File: config.mk
export PLATFORM = sky130hd
export DESIGN_NAME = char_disp_queue
export DESIGN_NICKNAME = d
export VERILOG_FILES = /design/src/rtl/char_disp_queue.sv
export SDC_FILE = /design/constraint.sdc
export NUM_CORES = 1
export LEC_CHECK = 0
export BUFFER_PORTS_ARGS = -buffer_cell sky130_fd_sc_hd__buf_4
export CELL_PAD_IN_SITES_DETAIL_PLACEMENT = 1
export CELL_PAD_IN_SITES_GLOBAL_PLACEMENT = 1
export CORE_ASPECT_RATIO = 0.75
export CORE_MARGIN = 1.5
export CORE_UTILIZATION = 53
export CTS_CLUSTER_SIZE = 12
export DETAILED_ROUTE_END_ITERATION = 10
export HOLD_SLACK_MARGIN = 0.15
export PLACE_DENSITY = 0.85
export SETUP_SLACK_MARGIN = 0.15
export SYNTH_ARGS = -nofsm -noshare
export SYNTH_HDL_FRONTEND = slang
export SYNTH_SLANG_ARGS = --single-unit
File: constraint.sdc
create_clock -name phi -period 3.72 [get_ports phi]
set_clock_uncertainty 0.05 [all_clocks]
set_input_delay 0 -clock phi [delete_from_list [all_inputs] [get_ports phi]]
set_output_delay 0 -clock phi [all_outputs]
set_load 0.01 [all_outputs]
File: src/rtl/char_disp_queue.sv
// char_disp_queue: FIFO plus hold/gap pacer that feeds characters to the 7-segment display.
// Define CHARQ_DROP_OLDEST_EN to overwrite the oldest entry on a full write instead of dropping the new one.
module char_disp_queue #(
  parameter int CW = 7,
  parameter int DEPTH = 16,
  parameter int HOLD_CYCLES = 1024,
  parameter int GAP_CYCLES = 64
) (
  input  logic                     phi,
  input  logic                     rst_n,
  input  logic                     in_valid,
  input  logic [CW-1:0]            in_char,
  output logic                     out_valid,
  output logic [CW-1:0]            out_char,
  output logic [$clog2(DEPTH):0]   occupancy,
  output logic                     overflow
);
  localparam int AW = $clog2(DEPTH);
  localparam int CMAX = HOLD_CYCLES > GAP_CYCLES ? HOLD_CYCLES : GAP_CYCLES;
  localparam int CNTW = $clog2(CMAX + 1);
  typedef enum logic [1:0] {IDLE, SHOW, GAP} state_t;
  state_t state, state_nx;
  logic [CNTW-1:0] cnt, cnt_nx;
  logic [CW-1:0] mem [DEPTH];
  logic [AW-1:0] rd_ptr, wr_ptr;
  logic pop, full, lost, do_wr, do_rd;
  assign full = occupancy == (AW+1)'(DEPTH);
  assign pop = state == IDLE && occupancy != '0;
  assign lost = in_valid && full && !pop;
`ifdef CHARQ_DROP_OLDEST_EN
  assign do_wr = in_valid;
  assign do_rd = pop || lost;
`else
  assign do_wr = in_valid && !lost;
  assign do_rd = pop;
`endif
  assign out_valid = state == SHOW;
  always_comb begin
    state_nx = state;
    cnt_nx = cnt;
    case (state)
      IDLE: if (pop) begin
        state_nx = SHOW;
        cnt_nx = CNTW'(HOLD_CYCLES - 1);
      end
      SHOW: if (cnt == '0) begin
        state_nx = GAP;
        cnt_nx = CNTW'(GAP_CYCLES - 1);
      end else cnt_nx = cnt - CNTW'(1);
      GAP: if (cnt == '0) state_nx = IDLE;
      else cnt_nx = cnt - CNTW'(1);
      default: state_nx = IDLE;
    endcase
  end
  always_ff @(posedge phi or negedge rst_n)
    if (!rst_n) begin
      state <= IDLE;
      cnt <= '0;
      rd_ptr <= '0;
      wr_ptr <= '0;
      occupancy <= '0;
      overflow <= 1'b0;
      out_char <= '0;
    end else begin
      state <= state_nx;
      cnt <= cnt_nx;
      if (do_wr) wr_ptr <= wr_ptr + AW'(1);
      if (do_rd) rd_ptr <= rd_ptr + AW'(1);
      if (do_wr != do_rd) occupancy <= do_wr ? occupancy + (AW+1)'(1) : occupancy - (AW+1)'(1);
      if (lost) overflow <= 1'b1;
      if (pop) out_char <= mem[rd_ptr];
    end
  // storage has no reset; the pointers and occupancy alone define what is valid
  always_ff @(posedge phi)
    if (do_wr) mem[wr_ptr] <= in_char;
endmodule

==> metrics.txt <==
drt wl/cell around 25 um; final setup violation count 0; total power 4.383 mW; syn avg cell area between 15 and 20 sq um; Routability Congestion between 0.8 and 0.9; Worst slew margin 0.2820; CTS tree done; Post-CTS Resized 0; Max Root-Sink Buffers 2; top cell type by total area after synthesis edfxtp_1; largest net degree at the start of global routing 35; syn_nets approximately 400; die width approximately 130 um; Worst EP arrival ~3.2 ns; Die ar. ~13000 sq um; Setup crit start occupancy[0]$_DFFE_PN0P_; Chip Height 97.49 um; multi-input logic area a little under 2000 sq um; clk slew on worst S/H paths ~0.06 ns; Vias ~3.6k; Syn-to-layout area delta 16.82%; critical path's slowest cell or4_4; critical path class register to register; synthesis-stage register bit count approximately 150; DP Area 6645 sq um; R2R setup slack between 0.8 and 0.9 ns; DRT iter0 DRCs roughly 320; Starting Density 0.5432; critical path's largest stage delay approximately 0.61 ns; RSZ-0062 raised after global routing no; Avg Vias per Cell 6.084; VDD IR max between 0.0003 and 0.0004 V; port bufs 23; hpwl dp 9730 um; Final Util 0.6346; CP top delay family compound AO/OA/AOI/OAI gates; share of cells above drive strength 1 0.2650; Placement Setup Slack approximately 0.84 ns; outcome complete, no violations; Final Cell Area around 7400 sq um; Worst R2R End occupancy[3]$_DFFE_PN0P_; Root Buffer clkbuf_16; Hold Path Class primary input to register; register area ~4200 sq um; Ports 24; sequential area share after synthesis 0.6680; Yosys top cell area share 0.5331; initial antenna violation count 0; met2 usage 0.4262; crit-path max FO 9; CP Data Required Time around 4 ns; hold path start in_char[1]; Leakage 2.621 nW; Synth cell types 54; Critical Path Source Type register; Final #Nets about 440; CP endpoint kind register; Tmin final between 2 and 3 ns; Crit path buffers/inverters 1; Worst-Skew Late Latency approximately 0.42 ns; number of global-route vias before repair 3861; GR peak layer met2; Antenna diodes 0; Power per Cell Area roughly 600 nW/um^2; DRC violations left 0; Yosys warning total 0; Post-Syn Area between 6000 and 7000 sq um; crit path to occupancy[3]$_DFFE_PN0P_; R2R depth 8; final global-route overflow total 0; crit-path cells or4_4, o31a_1, inv_1, ha_1, a21o_1, a21oi_1, xnor2_1, mux2_1; ys flop type edfxtp_1; GR Layer Usage met1 0.3659; Post-synth EDFFs 112; setup TNS 0 ns; total CTS buffers 17; Final Cycle Share 0.7808; std cell rows 34; maximum clock rate between 300 and 400 MHz; clock sink total 146; Max H-tree Level 4; ys async rst share 0.2329; drt first pass iters 4; Core ar. between 10000 and 15000 sq um; max cap viols 0; Total Routing Usage GR 0.2648; DRT antenna net count 0; Levels on crit path 8; Final Slew Violations 0; reg2reg start occupancy[0]$_DFFE_PN0P_; global-route wire length before repair 23520 um; Gate Count Post-Synth roughly 380; Slew @ Worst Pin ~1.1 ns; GR Util met3 0.05837; post-route setup slack about 0.8 ns; final hold vios 0; dominant cells by area after synthesis edfxtp_1 (53%), dfrtp_1 (13%), mux4_2 (10%); Total Routed Length 15070 um; number of fillers in the final layout between 1k and 1.5k
## worst min-delay path by stage
stage	end	depth (start not counted)
after global placement	cnt[7]$_DFFE_PN0P_	1
after CTS	mem[8][1]$_DFFE_PP_	2
after floorplan	cnt[0]$_DFFE_PN0P_	0
after detailed placement	cnt[6]$_DFFE_PN0P_	1
after global routing	mem[3][1]$_DFFE_PP_	2
final	mem[1][1]$_DFFE_PP_	2
## cell families (layout without fill, tap and decap cells)
group,count (synthesis),in the layout,share of synthesized area
and+or+nand+nor,70,70,0.06386
DFF,146,146,0.6680
muxes,40,40,0.1212
adders and majority gates,13,13,0.02697
buffers and inverters,29,84,0.02182
AOI/OAI and AO/OA,71,71,0.08430
xor gates and xnor gates,10,10,0.01388
## sequential cells by signal (all words and copies together) (netlist names)
| name | cells |
|---|---|
| state | 2 |
| out_char | 7 |
| rd_ptr | 4 |
| overflow | 1 |
| cnt | 11 |
| occupancy | 5 |
| wr_ptr | 4 |
| mem | 112 |
## Yosys cell counts (7+ instances only)
cell        n
mux2_2      8
clkbuf_1    9
inv_1      10
nor2b_1     8
nor2_1     15
xnor2_1     7
o22ai_1     7
a21oi_1    15
mux4_2     28
edfxtp_1  112
nand3_1     8
a211oi_1    7
ha_1       12
nand2_1    13
dfrtp_1    34
a22o_1      7
## layer usage
layer / vias to the layer above / routed length (um)
met5: - / 0
met4: 0 / 205
met3: 16 / 691
met2: 101 / 7604
met1: 1916 / 6570
li1: 1593 / -
## layout by cell type (no fill, tap or decap), types with 4 or more instances in the layout
cell,instances
edfxtp_1,112
dfrtp_1,33
buf_4,31
mux4_2,28
clkbuf_16,17
nor2_1,15
a21oi_1,15
nand2_1,13
ha_1,12
inv_1,10
dlygate4sd3_1,10
nor2b_1,8
mux2_2,8
nand3_1,8
xnor2_1,7
a211oi_1,7
o22ai_1,7
a22o_1,7
nor3_1,6
a21o_1,4
o211ai_1,4
o21ai_0,4
o31ai_1,4
clkinvlp_4,4
## area by class of cell
cell class | instances | area share
clock buffers | 19 | 0.06010
clock inverters | 13 | 0.02190
inverters | 10 | 0.005093
multi-input cells | 204 | 0.2655
flip-flops and latches | 146 | 0.5720
well taps | 162 | 0.02750
repair buffers | 42 | 0.04788
## power by group
| part | internal [mW] | switching (mW) | total [mW] |
|---|---|---|---|
| logic | 0.235 | 0.338 | 0.573 |
| registers | 1.94 | 0.132 | 2.07 |
| clock network | 1.07 | 0.671 | 1.74 |
| total | 3.24 | 1.14 | 4.38 |
## through the flow
step           hold WS, ns  instances
2_1_floorplan      -0.3456        379
3_3_place_gp      -0.06147        553
3_5_place_dp      -0.05623        553
4_1_cts             0.3940        596
5_1_grt             0.4102        596
6_report            0.4077        596
## worst reg2reg max path: cells and delay by family (launching register included)
kind / cells / cell delay, ns
xor gates and xnor gates: 1 / 0.08
DFF: 1 / 0.49
and+or+nand+nor: 1 / 0.62
muxes: 1 / 0.31
buffers and inverters: 1 / 0.20
adders and majority gates: 1 / 0.26
AOI/OAI and AO/OA: 3 / 0.77
## what timing repair did
action,in CTS,in global routing
hold endpoints to repair,153,0
buffers inserted,0,0
hold buffers,11,0
No activity file was read; power rests on OpenSTA's default activity.
